`src/rtl/resize_job_sched_if.sv`:
```
// -----------------------------------------------------------------------------
// resize_job_sched_if
// Host-side handshake bundle for the resize job scheduler.
//   job channel  : job_valid / job_ready / job_id / job_desc (256b descriptor)
//   done channel : done_valid / done_ready / done_id / done_exit / done_timeout
// master = host requester (drives jobs, accepts completions)
// slave  = scheduler      (accepts jobs, drives completions)
// -----------------------------------------------------------------------------
interface resize_job_sched_if #(
    parameter int unsigned IdWidth = 4
);
    logic               job_valid;
    logic               job_ready;
    logic [IdWidth-1:0] job_id;
    logic [255:0]       job_desc;

    logic               done_valid;
    logic               done_ready;
    logic [IdWidth-1:0] done_id;
    logic [31:0]        done_exit;
    logic               done_timeout;

    modport master (
        output job_valid, job_id, job_desc, done_ready,
        input  job_ready, done_valid, done_id, done_exit, done_timeout
    );

    modport slave (
        input  job_valid, job_id, job_desc, done_ready,
        output job_ready, done_valid, done_id, done_exit, done_timeout
    );
endinterface

```
`src/rtl/resize_job_sched.sv`:
```
// -----------------------------------------------------------------------------
// resize_job_sched
// Queues resize job descriptors, launches them one at a time onto the ctrlreg
// config/start inputs, follows the accelerator idle/exit handshake and emits
// one completion record per job.
//
// Ports
//   clk_i, rst_ni          clock, asynchronous active-low reset
//   bus (slave modport)    job push channel and completion channel
//   src_width_o ..
//   dst_image_size_o       8 x 32b config fields of the active job
//   start_o                one-cycle launch pulse to ctrlreg
//   idle_i                 accelerator idle flag from ctrlreg
//   exit_i                 exit code from ctrlreg (nonzero for one cycle)
//   busy_o                 scheduler not in IDLE
//   queue_count_o          job FIFO occupancy
// -----------------------------------------------------------------------------
module resize_job_sched #(
    parameter int unsigned Depth       = 4,
    parameter int unsigned IdWidth     = 4,
    parameter int unsigned TimeoutCycs = 0
) (
    input  logic                       clk_i,
    input  logic                       rst_ni,
    resize_job_sched_if.slave          bus,
    output logic [31:0]                src_width_o,
    output logic [31:0]                src_height_o,
    output logic [31:0]                src_offset_o,
    output logic [31:0]                src_image_size_o,
    output logic [31:0]                dst_width_o,
    output logic [31:0]                dst_height_o,
    output logic [31:0]                dst_offset_o,
    output logic [31:0]                dst_image_size_o,
    output logic                       start_o,
    input  logic                       idle_i,
    input  logic [31:0]                exit_i,
    output logic                       busy_o,
    output logic [$clog2(Depth+1)-1:0] queue_count_o
);

    localparam int unsigned PtrW = $clog2(Depth);
    localparam int unsigned CntW = $clog2(Depth + 1);
    localparam int unsigned EntW = IdWidth + 256;

    // Counter value at which the job is forced to complete.
    localparam bit          TimeoutEn   = (TimeoutCycs != 0);
    localparam logic [31:0] TimeoutLast = (TimeoutCycs == 0) ? 32'd0 : 32'(TimeoutCycs - 1);

    typedef enum logic [2:0] {
        S_IDLE,
        S_LAUNCH,
        S_WAIT_ACK,
        S_RUN,
        S_REPORT
    } state_e;

    function automatic logic [31:0] sat_inc(input logic [31:0] v);
        return (v == 32'hFFFF_FFFF) ? v : v + 32'd1;
    endfunction

    // ---------------------------------------------------------------- FIFO
    logic [EntW-1:0] mem_q [Depth];
    logic [PtrW-1:0] wr_ptr_q, rd_ptr_q;
    logic [CntW-1:0] count_q, count_d;
    logic            full;
    logic            push;
    logic            pop;

    assign full  = (count_q == CntW'(Depth));
    assign push  = bus.job_valid && !full;

    always_comb begin
        count_d = count_q;
        case ({push, pop})
            2'b10:   count_d = count_q + CntW'(1);
            2'b01:   count_d = count_q - CntW'(1);
            default: count_d = count_q;
        endcase
    end

    // Storage is pure data; occupancy tracking makes stale entries unreachable.
    always_ff @(posedge clk_i) begin
        if (push) begin
            mem_q[wr_ptr_q] <= {bus.job_id, bus.job_desc};
        end
    end

    always_ff @(posedge clk_i or negedge rst_ni) begin
        if (!rst_ni) begin
            wr_ptr_q <= '0;
            rd_ptr_q <= '0;
            count_q  <= '0;
        end else begin
            if (push) wr_ptr_q <= wr_ptr_q + PtrW'(1);
            if (pop)  rd_ptr_q <= rd_ptr_q + PtrW'(1);
            count_q <= count_d;
        end
    end

    // ---------------------------------------------------------------- FSM
    state_e             state_q, state_d;
    logic [31:0]        cnt_q, cnt_d;
    logic [31:0]        exit_q, exit_d;
    logic               timeout_q, timeout_d;
    logic [IdWidth-1:0] id_q;
    logic [255:0]       cfg_q;
    logic               expired;

    assign expired = TimeoutEn && (cnt_q == TimeoutLast);

    always_comb begin
        state_d   = state_q;
        cnt_d     = cnt_q;
        exit_d    = exit_q;
        timeout_d = timeout_q;
        pop       = 1'b0;
        case (state_q)
            S_IDLE: begin
                // A previous timed-out job may still be running; hold the
                // queue until the accelerator reports idle again.
                if ((count_q != '0) && idle_i) begin
                    pop     = 1'b1;
                    state_d = S_LAUNCH;
                end
            end
            S_LAUNCH: begin
                cnt_d   = '0;
                state_d = S_WAIT_ACK;
            end
            S_WAIT_ACK: begin
                cnt_d = sat_inc(cnt_q);
                if (expired) begin
                    timeout_d = 1'b1;
                    state_d   = S_REPORT;
                end else if (!idle_i) begin
                    state_d = S_RUN;
                end
            end
            S_RUN: begin
                cnt_d = sat_inc(cnt_q);
                if (exit_i != 32'd0) begin
                    exit_d = exit_i;
                end
                // Completion seen in the expiry cycle takes priority.
                if (idle_i) begin
                    timeout_d = 1'b0;
                    state_d   = S_REPORT;
                end else if (expired) begin
                    timeout_d = 1'b1;
                    state_d   = S_REPORT;
                end
            end
            S_REPORT: begin
                if (bus.done_ready) begin
                    exit_d    = '0;
                    timeout_d = 1'b0;
                    state_d   = S_IDLE;
                end
            end
            default: state_d = S_IDLE;
        endcase
    end

    always_ff @(posedge clk_i or negedge rst_ni) begin
        if (!rst_ni) begin
            state_q   <= S_IDLE;
            cnt_q     <= '0;
            exit_q    <= '0;
            timeout_q <= 1'b0;
            id_q      <= '0;
            cfg_q     <= '0;
        end else begin
            state_q   <= state_d;
            cnt_q     <= cnt_d;
            exit_q    <= exit_d;
            timeout_q <= timeout_d;
            if (pop) begin
                {id_q, cfg_q} <= mem_q[rd_ptr_q];
            end
        end
    end

    // ---------------------------------------------------------------- outputs
    assign bus.job_ready    = !full;
    assign bus.done_valid   = (state_q == S_REPORT);
    assign bus.done_id      = id_q;
    assign bus.done_exit    = exit_q;
    assign bus.done_timeout = timeout_q;

    assign start_o       = (state_q == S_LAUNCH);
    assign busy_o        = (state_q != S_IDLE);
    assign queue_count_o = count_q;

    assign src_width_o      = cfg_q[31:0];
    assign src_height_o     = cfg_q[63:32];
    assign src_offset_o     = cfg_q[95:64];
    assign src_image_size_o = cfg_q[127:96];
    assign dst_width_o      = cfg_q[159:128];
    assign dst_height_o     = cfg_q[191:160];
    assign dst_offset_o     = cfg_q[223:192];
    assign dst_image_size_o = cfg_q[255:224];

endmodule

```
`src/flat_wrapper.sv`:
```
// flat-port wrapper written by rule: the top's interface ports become plain ports
module resize_job_sched_flat 
#(
    parameter int unsigned Depth       = 4,
    parameter int unsigned IdWidth     = 4,
    parameter int unsigned TimeoutCycs = 0
)
  (clk_i, rst_ni, src_width_o, src_height_o, src_offset_o, src_image_size_o, dst_width_o, dst_height_o, dst_offset_o, dst_image_size_o, start_o, idle_i, exit_i, busy_o, queue_count_o, bus_job_valid, bus_job_id, bus_job_desc, bus_done_ready, bus_job_ready, bus_done_valid, bus_done_id, bus_done_exit, bus_done_timeout);
  resize_job_sched_if #(.IdWidth(IdWidth)) bus_i ();
  input  logic clk_i;
  input  logic rst_ni;
  output logic [31:0] src_width_o;
  output logic [31:0] src_height_o;
  output logic [31:0] src_offset_o;
  output logic [31:0] src_image_size_o;
  output logic [31:0] dst_width_o;
  output logic [31:0] dst_height_o;
  output logic [31:0] dst_offset_o;
  output logic [31:0] dst_image_size_o;
  output logic start_o;
  input  logic idle_i;
  input  logic [31:0] exit_i;
  output logic busy_o;
  output logic [$clog2(Depth+1)-1:0] queue_count_o;
  input wire logic [$bits(bus_i.job_valid)-1:0] bus_job_valid;
  input wire logic [$bits(bus_i.job_id)-1:0] bus_job_id;
  input wire logic [$bits(bus_i.job_desc)-1:0] bus_job_desc;
  input wire logic [$bits(bus_i.done_ready)-1:0] bus_done_ready;
  output wire logic [$bits(bus_i.job_ready)-1:0] bus_job_ready;
  output wire logic [$bits(bus_i.done_valid)-1:0] bus_done_valid;
  output wire logic [$bits(bus_i.done_id)-1:0] bus_done_id;
  output wire logic [$bits(bus_i.done_exit)-1:0] bus_done_exit;
  output wire logic [$bits(bus_i.done_timeout)-1:0] bus_done_timeout;
  assign bus_i.job_valid = bus_job_valid;
  assign bus_i.job_id = bus_job_id;
  assign bus_i.job_desc = bus_job_desc;
  assign bus_i.done_ready = bus_done_ready;
  assign bus_job_ready = bus_i.job_ready;
  assign bus_done_valid = bus_i.done_valid;
  assign bus_done_id = bus_i.done_id;
  assign bus_done_exit = bus_i.done_exit;
  assign bus_done_timeout = bus_i.done_timeout;
  resize_job_sched #(.Depth(Depth), .IdWidth(IdWidth), .TimeoutCycs(TimeoutCycs)) u_core (.clk_i(clk_i), .rst_ni(rst_ni), .bus(bus_i), .src_width_o(src_width_o), .src_height_o(src_height_o), .src_offset_o(src_offset_o), .src_image_size_o(src_image_size_o), .dst_width_o(dst_width_o), .dst_height_o(dst_height_o), .dst_offset_o(dst_offset_o), .dst_image_size_o(dst_image_size_o), .start_o(start_o), .idle_i(idle_i), .exit_i(exit_i), .busy_o(busy_o), .queue_count_o(queue_count_o));
endmodule
```
`config.mk`:
```
export PLATFORM = sky130hd
export DESIGN_NAME = resize_job_sched_flat
export DESIGN_NICKNAME = d
export VERILOG_FILES = /design/src/rtl/resize_job_sched_if.sv /design/src/rtl/resize_job_sched.sv /design/src/flat_wrapper.sv
export SDC_FILE = /design/constraint.sdc
export NUM_CORES = 1
export LEC_CHECK = 0
export ABC_CLOCK_PERIOD_IN_PS = 9150
export CELL_PAD_IN_SITES_DETAIL_PLACEMENT = 1
export CELL_PAD_IN_SITES_GLOBAL_PLACEMENT = 1
export CORE_MARGIN = 1.5
export CORE_UTILIZATION = 30
export DETAILED_ROUTE_END_ITERATION = 16
export PLACE_DENSITY_LB_ADDON = 0.08
export RECOVER_POWER = 50
export SLEW_MARGIN = 20
export SYNTH_ARGS = -nofsm -noshare
export SYNTH_HDL_FRONTEND = slang
export SYNTH_SLANG_ARGS = --single-unit
```
`constraint.sdc`:
```
create_clock -name clk_i -period 9.15 [get_ports clk_i]
set_clock_uncertainty 0.15 [all_clocks]
set_input_delay 1.83 -clock clk_i [delete_from_list [all_inputs] [get_ports clk_i]]
set_output_delay 1.83 -clock clk_i [all_outputs]
set_load 0.02 [all_outputs]
```
# [After elaboration in Yosys (flattened, before gate mapping)]
# Memory sizes are Yosys's and may differ from the RTL's. A register that Yosys moved wholly into a read port is not among the register bits.
# Cells that the tools add are included.
[word_totals] register_bits=43 ramBits=1040 in_bits=297 output_inout_bits=300 wordCells=52 memories=1
[mem_list] memory="u_core.mem_q" depth=4 word_bits=260 rd=1 rd_ports_with_merged_regs=1 wr=1 line_no="resize_job_sched.sv:62" source="logic [EntW-1:0] mem_q [Depth];"
[classes] addsub=4 eq_ne=12 n_mux=16 reduce_logical=13
[ops] op="32-bit 2-to-1 mux" n=2
[ops] op="32-bit case mux with 2 select lines" n=1
[ops] op="32-bit nonzero test" n=1
[ops] op="3-bit case mux with 5 select lines" n=1
[ops] op="3-bit 2-to-1 mux" n=4
[ops] op="3-bit by 2-bit == test with 1-bit output, second input constant" n=2
[ops] op="3-bit == test, second input constant" n=2
[ops] op="1-bit 2-to-1 mux" n=6
[ops] op="2-bit != test, second input constant" n=3
[ops] op="3-bit case mux with 2 select lines" n=1
[ops] op="3-bit AND reduction" n=2
[ops] op="3-bit nonzero test" n=2
[ops] op="2-bit by 1-bit adder with 2-bit output, second input constant" n=2
[ops] op="2-bit by 1-bit != test with 1-bit output, second input constant" n=2
[ops] op="4-bit AND reduction" n=1
[ops] op="2-bit nonzero test" n=2
[ops] op="3-bit by 1-bit adder with 3-bit output, second input constant" n=1
[ops] op="3-bit by 1-bit == test with 1-bit output, second input constant" n=1
[ops] op="3-bit zero test" n=1
[ops] op="3-bit by 1-bit subtractor with 3-bit output, second input constant" n=1
[ops] op="2-bit by 1-bit == test with 1-bit output, second input constant" n=1
[ops] op="2-bit == test, second input constant" n=1
[ops] op="1-bit logical AND" n=2
[ops] op="1-bit zero test" n=2
[ops] op="1-bit case mux with 2 select lines" n=1

# [Longest topological paths before layout]
# Gate-level depths: netlist of the first run.
[logic_depth] ltp_word=6 mapped_depth=10 mapped_depth_nobuf=10

# [Least setup slack after synthesis of the first run]
# Ideal clock, no wire load.
[synth_path] path_type="input to register" start="input port bus_job_valid" end="memory u_core.mem_q[0][0] (netlist name) (enable)" setup_ns=0.657 arrival_ns=7.775 required_time_ns=8.343 slack_ns=0.569 cell_stages=1 path_buffers=0 cell_sequence="and3_1"
[synth_via] elab_chain_cells=3
[synth_rtl] element="start: declaration" line_no="flat_wrapper.sv:25" source="input wire logic [$bits(bus_i.job_valid)-1:0] bus_job_valid;"
[synth_rtl] element="1-bit logical AND" line_no="resize_job_sched.sv:70" source="assign push = bus.job_valid && !full;"
[synth_rtl] element="1-bit 2-to-1 mux" line_no="resize_job_sched.sv:83" source="if (push) begin"
[synth_rtl] element="1-bit 2-to-1 mux (implied by the code)" line_no="resize_job_sched.sv:84" source="mem_q[wr_ptr_q] <= {bus.job_id, bus.job_desc};"
[synth_rtl] element="end: declaration" line_no="resize_job_sched.sv:62"
# Every way passes these cells.

==> results.md, run 1 <==
- Run status: finished, violations left
- Failing checks: capacitance limit, slew limit
- Synthesized Nets: 2349
- Final Instance Area: 62350 sq um
- Clock sink count: 1342
- Share of layout cells above drive strength 1: 0.2769
- Area grow syn2layout: 27.37%
- Hold-fix buffers, CTS: 0
- Clock Root Buffer: clkbuf_16
- PD cells: approximately 350 nW/um^2
- WP data required: 9.77 ns
- First-pass DRT Iterations: 5
- Hold Path Stages: 1
- Tcrit/Tclk final: 0.6192
- Synthesis-stage register bit count: 1342
- Worst vdd ir: 0.2951 mV
- First-pass GRT wire length: 181800 microns
- Initial antenna violation count: 97
- Register area: 38790 sq um
- RSZ-0062 raised after global routing: no
- Routed Antenna Nets: 0
- WP data arrival: 6.28 ns
- Crit Path Category: in2async
- Number of remaining DRC errors: 0
- Die height: roughly 410 microns
- CTS tree: yes
- Wirelength per Cell: 24.86 microns
- Post-Syn Area: 48950 sq um
- # setup viols final: 0
- Fill cells: 15520
- Clock buffer count from CTS: 157
- Register area share after synthesis: 0.7924
- Largest net degree at the start of global routing: 126
- Vias in the first global route: 25730
- RD Place Congestion: 0.7235
- Hold Path Class: reg2reg
- Grt ovf: 0
- Number of setup buffers added after CTS: 0
- Die area: about 170000 sq um
- Max Root-Sink Buffers: 3
- Top cell type's share of synthesized area: 0.6380
- Routed via count: 23080
- Worst reg2reg startpoint: u_core.queue_count_o[0]$_DFFE_PN0P_
- Initial core utilization: 0.3014
- Hold Startpoint: u_core.bus.done_exit[29]$_DFFE_PN0P_
- Relative slew slack: -1.522
- Final Non-Filler Cells: between 5000 and 6000
- Worst Setup End Kind: async pin
- H-tree Lvls: 4
- Hold endpoint: u_core.bus.done_exit[29]$_DFFE_PN0P_
- WL final: 125400 microns
- Final critical-path required period: roughly 5.7 ns
- 1st-iter DRT viols: 1044
- Core ar.: 162400 sq um
- Post-synth cell types: 34
- Port Buffer Count: 595
- Yosys warns: 0
- Maximum clock frequency: 0.1765 GHz
- DP Cell Count: 4744
- Final Max Slew Viols: roughly 210
- Multi-input logic area: 9472 sq um
- Final HPWL DP: 71980 microns
- Placed cell area: 57360 sq um
- Gr usage total: 0.1518
- Mapped Cells: 2046
- FF-to-FF path depth: 4
- Fin nets: 3031
- Crit path max fanout: 49
- Syn_area_per_cell: between 20 and 25 sq um
- Die X: 406.9 microns
- # IOs: slightly below 600
- LEAKAGE: between 20 and 25 nW
- Final setup TNS: 0 ns
- Reg clk slew, reported paths: 0.05 ns
- Tot Pwr: 21.71 mW
- Post-CTS resize count: 0
- Final hold violation count: 0
- R2R setup slack: 4.91 ns
- Vias per inst: 4.573
- Clk Latency, worst-skew pair: 0.76 ns
- Critical path startpoint category: primary input
- Std cell rows: roughly 150
- Worst-Margin Slew: 3.782 ns
- Worst hold slack: about 0.35 ns
- Dominant cell type by area after synthesis: edfxtp_1
- Area contributors post-synth: edfxtp_1 64%, dfrtp_1 15%, mux4_2 12%
- Worst reg2reg path endpoint: u_core.mem_q[3][2]$_DFFE_PP_
- Maxcap violations: 5
## metrics by stage
stage	utilization	worst slack, ns
after detailed placement	0.3532	4.464
after global placement	0.3532	4.514
after global routing	0.3838	2.718
after CTS	0.3839	4.878
after floorplan	-	0.5689
final	0.3839	3.484
## area by class of cell
| cell class | count | share of cell area |
|---|---|---|
| clock buffer | 245 | 0.07419 |
| multi-input combinational | 600 | 0.1519 |
| clock inverter | 46 | 0.005920 |
| timing repair buffer | 617 | 0.1009 |
| inverter | 10 | 0.0007225 |
| sequential | 1342 | 0.6222 |
| antenna | 12 | 0.0004816 |
| tap | 2175 | 0.04365 |
## power by group
group | internal, mW | switching [mW] | total, mW
clock network | 3.53 | 2.45 | 5.99
logic | 3.25 | 3.42 | 6.67
registers | 8.35 | 0.709 | 9.06
total | 15.1 | 6.58 | 21.7
## metal layers
layer  track usage  up-vias  share of wire
li1              -     9843              -
met1        0.1945    12190           0.42
met2        0.2424      672           0.47
met3       0.05705      306          0.080
met4       0.03777       72          0.023
met5             0        -         0.0037
## sequential cells by signal, summed over array words and instances (netlist names)
signal	flops
u_core.mem_q	1040
u_core.cfg_q	256
u_core.bus.done_exit	32
u_core.bus.done_id	4
u_core.queue_count_o	3
u_core.state_q	3
u_core.rd_ptr_q	2
u_core.wr_ptr_q	2
## cell usage after synthesis, drive strengths merged
cell and n:
a22o 32, mux2i 1, nand4 2, mux2 261, clkbuf 29, nand2b 1
edfxtp 1040, nand3 2, nand2 3, xor2 2, nor4 8, nor2 2
inv 10, and2 1, dfrtp 302, fa 1, and3 5, nor3 3
buf 65, o21ai 2, mux4 260, ha 5, or3 1, a31o 1
conb 1, xnor2 4, and3b 1, o41ai 1
## placed cells by master (no fill, tap or decap), types with 4 or more instances in the layout
| cell type | synthesis | layout |
|---|---|---|
| a22o_1 | 4 | 4 |
| a22o_2 | 28 | 28 |
| and3_1 | 5 | 5 |
| buf_12 | 0 | 14 |
| buf_4 | 16 | 8 |
| clkbuf_1 | 29 | 58 |
| clkbuf_16 | 0 | 162 |
| clkbuf_8 | 0 | 26 |
| clkdlybuf4s50_1 | 0 | 332 |
| clkinv_1 | 0 | 19 |
| clkinv_2 | 0 | 15 |
| dfrtp_1 | 302 | 300 |
| diode_2 | 0 | 12 |
| dlygate4sd3_1 | 0 | 262 |
| edfxtp_1 | 1040 | 1040 |
| ha_1 | 5 | 5 |
| inv_1 | 9 | 9 |
| mux2_2 | 261 | 261 |
| mux4_2 | 260 | 260 |
| nor4_1 | 8 | 8 |
| xnor2_1 | 4 | 4 |
## critical path: stages
cell,delay [ns]
clkbuf_1,2.62
buf_4,0.98
buf_4,0.76
## how the worst max path moves through the flow
| stage | startpoint | end | slack, ns | depth (start not counted) |
|---|---|---|---|---|
| 6_report | rst_ni | u_core.cfg_q[157]$_DFFE_PN0P_ | 3.48 | 3 |
| 5_1_grt | rst_ni | u_core.cfg_q[229]$_DFFE_PN0P_ | 2.72 | 3 |
| 4_1_cts | u_core.queue_count_o[0]$_DFFE_PN0P_ | bus_job_ready | 4.88 | 3 |
| 3_5_place_dp | idle_i | u_core.cfg_q[252]$_DFFE_PN0P_ | 4.46 | 5 |
| 3_3_place_gp | idle_i | u_core.cfg_q[192]$_DFFE_PN0P_ | 4.51 | 5 |
| 2_1_floorplan | bus_job_valid | u_core.mem_q[0][0]$_DFFE_PP_ | 0.57 | 1 |
## kinds of logic (layout without fill, tap and decap cells)
logic type               Yosys count  after routing  synth area share
AND/OR/NAND/NOR                   29             29          0.003477
multiplexers                     522            522            0.1799
AO/OA/AOI/OAI                     36             36          0.007387
flip-flops                      1342           1342            0.7924
buffers and inverters            104            918           0.01401
other                              1             13        0.00007661
XOR/XNOR                           6              6          0.001074
adder cells (fa/ha/maj)            6              6          0.001687
No activity file was read; power rests on OpenSTA's default activity.
==> run 2: changes to the inputs <==
--- a/config.mk
+++ b/config.mk
@@ -5,7 +5,7 @@
 export SDC_FILE = /design/constraint.sdc
 export NUM_CORES = 1
 export LEC_CHECK = 0
-export ABC_CLOCK_PERIOD_IN_PS = 9150
+export ABC_CLOCK_PERIOD_IN_PS = 5350
 export CELL_PAD_IN_SITES_DETAIL_PLACEMENT = 1
 export CELL_PAD_IN_SITES_GLOBAL_PLACEMENT = 1
 export CORE_MARGIN = 1.5
==> constraint.sdc (replaced) <==
create_clock -name clk_i -period 5.35 [get_ports clk_i]
set_clock_uncertainty 0.15 [all_clocks]
set_input_delay 1.07 -clock clk_i [delete_from_list [all_inputs] [get_ports clk_i]]
set_output_delay 1.07 -clock clk_i [all_outputs]
set_load 0.02 [all_outputs]
==> run 2 against run 1 <==
The flow still finishes with violations (capacitance limit, slew limit). Global-route usage rose by 0.14 points. Hold slack got worse by 0.16 ns. Non-clock buffer count is 36 higher. Sequential share of layout area down 0.50 points. Critical path type is now reg2reg.
==> results.md, run 2 (synthesized netlist as in run 1, its figures left out) <==
- Routed Antenna Nets: 0 (unchanged)
- Routed via count: 23220 (was 23080)
- Std cell rows: 148 (unchanged)
- Number of remaining DRC errors: 0 (unchanged)
- Grt ovf: 0 (unchanged)
- Most frequent cells in the layout: 1040 x edfxtp_1, 333 x clkdlybuf4s50_1, 301 x dfrtp_1, 261 x mux2_2, 261 x dlygate4sd3_1 (was 1040 x edfxtp_1, 332 x clkdlybuf4s50_1, 300 x dfrtp_1, 262 x dlygate4sd3_1, 261 x mux2_2)
- Hold Path Class: in2async (was reg2reg)
- Fin nets: 3064 (was 3031)
- 1st-iter DRT viols: 1003 (was 1044)
- Wirelength per Cell: 24.92 microns (was 24.86 microns)
- RD Place Congestion: 0.7048 (was 0.7235)
- R2R setup slack: 1.22 ns (was 4.91 ns)
- Placed cell area: 57850 sq um (was 57360 sq um)
- Crit Path Category: reg2reg (was in2async)
- Worst Setup End Kind: flop (was async pin)
- Tcrit/Tclk final: 0.7719
- Clock Root Buffer: clkbuf_16 (unchanged)
- # IOs: 597 (unchanged)
- # setup viols final: 0 (unchanged)
- LEAKAGE: 21.33 nW (was 21.07 nW)
- Final Instance Area: 62850 sq um (was 62350 sq um)
- Final HPWL DP: 77040 microns (was 71980 microns)
- Final setup TNS: 0 ns (unchanged)
- Commonest non-fill, non-tap cell in the layout: edfxtp_1 (unchanged)
- Largest net degree at the start of global routing: 109 (was 126)
- Number of setup buffers added after CTS: 0 (unchanged)
- Final critical-path required period: 4.129 ns
- Failing checks: capacitance limit, slew limit (unchanged)
- Clock buffer count from CTS: 154 (was 157)
- Worst reg2reg startpoint: u_core.queue_count_o[0]$_DFFE_PN0P_ (unchanged)
- First-pass DRT Iterations: 5 (unchanged)
- FF-to-FF path depth: 4 (unchanged)
- Maxcap violations: 9 (was 5)
- Fill cells: 15510 (was 15520)
- Hold-fix buffers, CTS: 0 (unchanged)
- Port Buffer Count: 595 (unchanged)
- Initial core utilization: 0.3014 (unchanged)
- Vias per inst: 4.570 (was 4.573)
- Die height: 406.9 microns (unchanged)
- Max Root-Sink Buffers: 3 (unchanged)
- Reg clk slew, reported paths: 0.06 ns (was 0.05 ns)
- Final Max Slew Viols: 316 (was 207)
- Run status: finished, violations left (unchanged)
- WP data required: 5.59 ns (was 9.77 ns)
- CTS tree: yes (unchanged)
- Die area: 165600 sq um (unchanged)
- Die X: 406.9 microns (unchanged)
- Core ar.: 162400 sq um (unchanged)
- WP data arrival: 4.37 ns (was 6.28 ns)
- Slowest stage delay, CP: 2.07 ns (was 2.62 ns)
- Clock sink count: 1342 (unchanged)
- Clk Latency, worst-skew pair: 0.75 ns (was 0.76 ns)
- RSZ-0062 raised after global routing: no (unchanged)
- Initial antenna violation count: 99 (was 97)
- Vias in the first global route: 26280 (was 25730)
- H-tree Lvls: 4 (unchanged)
- Crit path max fanout: 36 (was 49)
- Final hold violation count: 0 (unchanged)
- Worst reg2reg path endpoint: u_core.mem_q[1][89]$_DFFE_PP_ (was u_core.mem_q[3][2]$_DFFE_PP_)
- Relative slew slack: -0.8247 (was -1.522)
- Critical path startpoint category: flop (was primary input)
- Share of layout cells above drive strength 1: 0.2880 (was 0.2769)
- WL final: 126600 microns (was 125400 microns)
- First-pass GRT wire length: 184500 microns (was 181800 microns)
- Area grow syn2layout: 28.40% (was 27.37%)
- Tot Pwr: 37.47 mW (was 21.71 mW)
- PD cells: 596.1 nW/um^2 (was 348.2 nW/um^2)
- Worst vdd ir: 0.3162 mV (was 0.2951 mV)
- Crit-path cells: inv_1 -> nand3_1 -> and3_1 -> buf_4 (was clkbuf_1 -> buf_4 -> buf_4)
- Post-CTS resize count: 0 (unchanged)
- Gr usage total: 0.1532 (was 0.1518)
- Max FFs per register: 1040 (unchanged)
- Worst path slowest cell: and3_1 (was clkbuf_1)
- Maximum clock frequency: 0.2422 GHz
- Worst-Margin Slew: 2.737 ns (was 3.782 ns)
- Most flops, register: u_core.mem_q (unchanged)
==> run 2: changes by cell type in the layout (fill, tap and decap cells not counted), moves of 3 or more <==
cell       previous run  this run
clkbuf_8             26        19
buf_12               14        27
bufinv_16             2         8
clkbuf_2              0         3
clkbuf_16           162       156
clkinv_2             15        26
clkbuf_1             58        49
buf_4                 8        22
==> run 2: how the worst max path moves through the flow <==
stage | start | to | slack (ns) | cells past startpoint
after floorplan | bus_job_valid | u_core.mem_q[0][0]$_DFFE_PP_ | 0.53 | 1
after detailed placement | bus_job_valid | u_core.mem_q[1][117]$_DFFE_PP_ | 1.76 | 3
after global placement | bus_job_valid | u_core.mem_q[1][117]$_DFFE_PP_ | 1.81 | 3
final | u_core.queue_count_o[0]$_DFFE_PN0P_ | u_core.mem_q[1][89]$_DFFE_PP_ | 1.22 | 4
after global routing | u_core.queue_count_o[0]$_DFFE_PN0P_ | u_core.mem_q[1][89]$_DFFE_PP_ | 0.87 | 4
after CTS | u_core.queue_count_o[0]$_DFFE_PN0P_ | bus_job_ready | 1.71 | 3
==> run 2: cell type report <==
cell class	count	area [sq um]	area share
repair buffers	653	6728	0.1070
inverters	10	45.04	0.0007167
diodes	14	35.03	0.0005574
flip-flops and latches	1342	38790	0.6172
multi-input cells	600	9470	0.1507
clock inverters	68	728.2	0.01159
clock buffers	219	4330	0.06890
well taps	2175	2721	0.04330
==> run 2: critical path, delay by kind of cell (launching register included) <==
kind                   cells  cell delay, ns
DFF                        1            0.49
buffers and inverters      2            0.79
and+or+nand+nor            2            2.33
==> run 2: per-stage QoR <==
stage	worst slack (ns)	std cells	hold WS [ns]	utilization
2_1_floorplan	0.5252	2046	0.3482	-
5_1_grt	0.8709	5072	0.1716	0.3869
3_3_place_gp	1.811	4779	0.3368	0.3560
4_1_cts	1.712	5067	0.1594	0.3874
6_report	1.221	5081	0.1868	0.3870
3_5_place_dp	1.765	4780	0.3330	0.3562
==> run 2: power breakdown <==
| group | leakage (nW) | switching, mW | total (mW) | internal (mW) |
|---|---|---|---|---|
| sequential | 13.1 | 1.20 | 15.4 | 14.2 |
| combinational | 5.73 | 5.96 | 11.7 | 5.75 |
| clock | 2.47 | 4.26 | 10.3 | 6.08 |
==> run 2: per-layer routing <==
metal | up-vias | GRT usage | part of all wire
met4 | 62 | 0.03771 | 0.024
met5 | - | 0 | 0.0031
li1 | 9891 | - | -
met3 | 292 | 0.05509 | 0.079
met1 | 12310 | 0.1892 | 0.40
met2 | 663 | 0.2547 | 0.49
==> run 3: changes to the inputs <==
--- a/config.mk
+++ b/config.mk
@@ -5,7 +5,7 @@
 export SDC_FILE = /design/constraint.sdc
 export NUM_CORES = 1
 export LEC_CHECK = 0
-export ABC_CLOCK_PERIOD_IN_PS = 5350
+export ABC_CLOCK_PERIOD_IN_PS = 3600
 export CELL_PAD_IN_SITES_DETAIL_PLACEMENT = 1
 export CELL_PAD_IN_SITES_GLOBAL_PLACEMENT = 1
 export CORE_MARGIN = 1.5
==> constraint.sdc (replaced) <==
create_clock -name clk_i -period 3.6 [get_ports clk_i]
set_clock_uncertainty 0.15 [all_clocks]
set_input_delay 0.72 -clock clk_i [delete_from_list [all_inputs] [get_ports clk_i]]
set_output_delay 0.72 -clock clk_i [all_outputs]
set_load 0.02 [all_outputs]
==> run 3 against run 2 <==
The flow still finishes with violations (capacitance limit, slew limit). Die area stayed put. Via count increased by 1.3%. Core utilization rose by 0.27 points. Critical endpoint is now u_core.cfg_q[237]$_DFFE_PN0P_. Largest cell class unchanged.
==> results.md, run 3 (synthesized netlist as in run 1, its figures left out) <==
- Initial core utilization: 0.3014 (unchanged)
- Largest net degree at the start of global routing: 82 (was 109)
- Fin nets: 3123 (was 3064)
- Routed Antenna Nets: 0 (unchanged)
- Final HPWL DP: 81520 microns (was 77040 microns)
- First-pass DRT Iterations: 4 (was 5)
- Relative slew slack: -0.5217 (was -0.8247)
- RD Place Congestion: 0.7187 (was 0.7048)
- # IOs: 597 (unchanged)
- Run status: finished, violations left (unchanged)
- Die X: 406.9 microns (unchanged)
- First-pass GRT wire length: 185700 microns (was 184500 microns)
- Worst hold slack: 0.3508 ns (was 0.1868 ns)
- WP data required: 4.09 ns (was 5.59 ns)
- Reg clk slew, reported paths: 0.06 ns (about the same)
- Wirelength per Cell: 24.77 microns (was 24.92 microns)
- Most frequent cells in the layout: 1040 x edfxtp_1, 334 x clkdlybuf4s50_1, 300 x dfrtp_1, 261 x mux2_2, 261 x dlygate4sd3_1 (was 1040 x edfxtp_1, 333 x clkdlybuf4s50_1, 301 x dfrtp_1, 261 x mux2_2, 261 x dlygate4sd3_1)
- Routed via count: 23520 (was 23220)
- Vias per inst: 4.576 (was 4.570)
- Worst Setup End Kind: flop (unchanged)
- Clk Latency, worst-skew pair: 0.76 ns (was 0.75 ns)
- Worst vdd ir: 0.4323 mV (was 0.3162 mV)
- RSZ-0062 raised after global routing: no (unchanged)
- Initial antenna violation count: 93 (was 99)
- Std cell rows: 148 (unchanged)
- Crit path max fanout: 81 (was 36)
- Worst setup margin: 0.3444 ns (was 1.221 ns)
- Sw Ratio: 0.3040 (was 0.3047)
- Vias in the first global route: 26260 (was 26280)
- Final Max Slew Viols: 85 (was 316)
- Final Instance Area: 63290 sq um (was 62850 sq um)
- Area grow syn2layout: 29.31% (was 28.40%)
- LEAKAGE: 21.59 nW (was 21.33 nW)
- CTS tree: yes (unchanged)
- H-tree Lvls: 4 (unchanged)
- Gr usage total: 0.1547 (was 0.1532)
- Comb pwr share: 0.321 (was 0.313)
- Crit Path Category: reg2reg (unchanged)
- DP Cell Count: 4838 (was 4780)
- PD cells: 885.2 nW/um^2 (was 596.1 nW/um^2)
- Hold Path Stages: 1
- Critical path startpoint category: flop (unchanged)
- Tcrit/Tclk final: 0.9043 (was 0.7719)
- Failing checks: capacitance limit, slew limit (unchanged)
- Worst-Margin Slew: 2.283 ns (was 2.737 ns)
- Die area: 165600 sq um (unchanged)
- WL final: 127300 microns (was 126600 microns)
- Max Root-Sink Buffers: 3 (unchanged)
- Reg power frac: 0.407 (was 0.412)
- Clock buffer count from CTS: 154 (unchanged)
- Final critical-path required period: 3.256 ns (was 4.129 ns)
- # setup viols final: 0 (unchanged)
- Final Non-Filler Cells: 5139 (was 5081)
- Switching power: 17.03 mW (was 11.42 mW)
- Clock Root Buffer: clkbuf_16 (unchanged)
- Clock sink count: 1342 (unchanged)
- Commonest non-fill, non-tap cell in the layout: edfxtp_1 (unchanged)
- 1st-iter DRT viols: 1288 (was 1003)
- Maximum clock frequency: 0.3072 GHz (was 0.2422 GHz)
- Fill cells: 15510 (about the same)
- Clock share of power: 0.273 (was 0.276)
- FF-to-FF path depth: 5 (was 4)
- Number of remaining DRC errors: 0 (unchanged)
- Final hold violation count: 0 (unchanged)
- DP Worst Slack: 0.4224 ns (was 1.765 ns)
- Hold Path Class: reg2reg (was in2async)
- Grt ovf: 0 (unchanged)
- Max FFs per register: 1040 (unchanged)
- Tot Pwr: 56.03 mW (was 37.47 mW)
- Maxcap violations: 2 (was 9)
- Die height: 406.9 microns (unchanged)
- Core ar.: 162400 sq um (unchanged)
- WP data arrival: 3.74 ns (was 4.37 ns)
- Share of layout cells above drive strength 1: 0.2979 (was 0.2880)
- Most flops, register: u_core.mem_q (unchanged)
- Port Buffer Count: 595 (unchanged)
- Post-CTS resize count: 0 (unchanged)
- Cell internal pwr: 39.00 mW (was 26.05 mW)
- R2R setup slack: 0.34 ns (was 1.22 ns)
- Placed cell area: 58430 sq um (was 57850 sq um)
-- run 3: cell types whose count changed in the layout (fill, tap and decap cells not counted), sizes merged --
cell and delta:
buf +47, clkbuf +22, clkinv -10, clkdlybuf4s50 +1, clkinvlp -1, diode -1
-- run 3: stage by stage --
step / utilization / TNS, ns
global route: 0.3896 / 0
finish: 0.3897 / 0
CTS: 0.3905 / 0
floorplan: - / -1139.45
global placement: 0.3598 / 0
detailed placement: 0.3598 / 0
-- run 3: layout make-up --
cell class / instances / area, sq um / area share
Sequential cell: 1342 / 38790 / 0.6129
Multi-Input combinational cell: 600 / 9473 / 0.1497
Timing Repair Buffer: 712 / 7254 / 0.1146
Clock buffer: 230 / 4374 / 0.06911
Tap cell: 2175 / 2721 / 0.04300
Clock inverter: 57 / 605.6 / 0.009568
Inverter: 10 / 38.79 / 0.0006128
Antenna cell: 13 / 32.53 / 0.0005140
-- run 3: per-layer routing --
layer  up-vias  wire [microns]  track usage  part of all wire
li1      10030               -            -                 -
met1     12470           53580       0.1995              0.42
met2       674           61260       0.2502              0.48
met3       281            9183      0.05062             0.072
met4        60            2906      0.04046             0.023
met5         -             364            0            0.0029
-- run 3: final timing paths --
path,start,to
max reg2reg,u_core.queue_count_o[0]$_DFFE_PN0P_,u_core.cfg_q[237]$_DFFE_PN0P_
max,u_core.queue_count_o[0]$_DFFE_PN0P_,u_core.cfg_q[237]$_DFFE_PN0P_
min in group asynchronous,rst_ni,u_core.cfg_q[12]$_DFFE_PN0P_
min reg2reg,u_core.bus.done_exit[16]$_DFFE_PN0P_,u_core.bus.done_exit[16]$_DFFE_PN0P_
max in group asynchronous,rst_ni,u_core.bus.done_exit[22]$_DFFE_PN0P_
min,u_core.bus.done_exit[16]$_DFFE_PN0P_,u_core.bus.done_exit[16]$_DFFE_PN0P_
-- run 3: critical path: stages (launching register included) --
cell and delay, ns:
dfrtp_1 0.41, or3_1 0.44, nand3_1 0.19, clkinvlp_2 0.71, buf_12 0.46, mux2_2 0.48
-- run 3: power groups by stage --
stage | sequential [mW] | clock, mW | combinational, mW
finish | 22.8 | 15.3 | 18.0
global placement | 22.9 | 0 | 18.5
floorplan | 24.9 | 0 | 8.45
detailed placement | 23.1 | 0 | 18.7
global route | 23.3 | 16.4 | 19.3
CTS | 22.9 | 15.8 | 18.8
-- run 3: timing repair --
action | in CTS | in global routing
hold endpoints to repair | 44 | 0
hold buffers | 1 | 0
setup buffers | 0 | 0
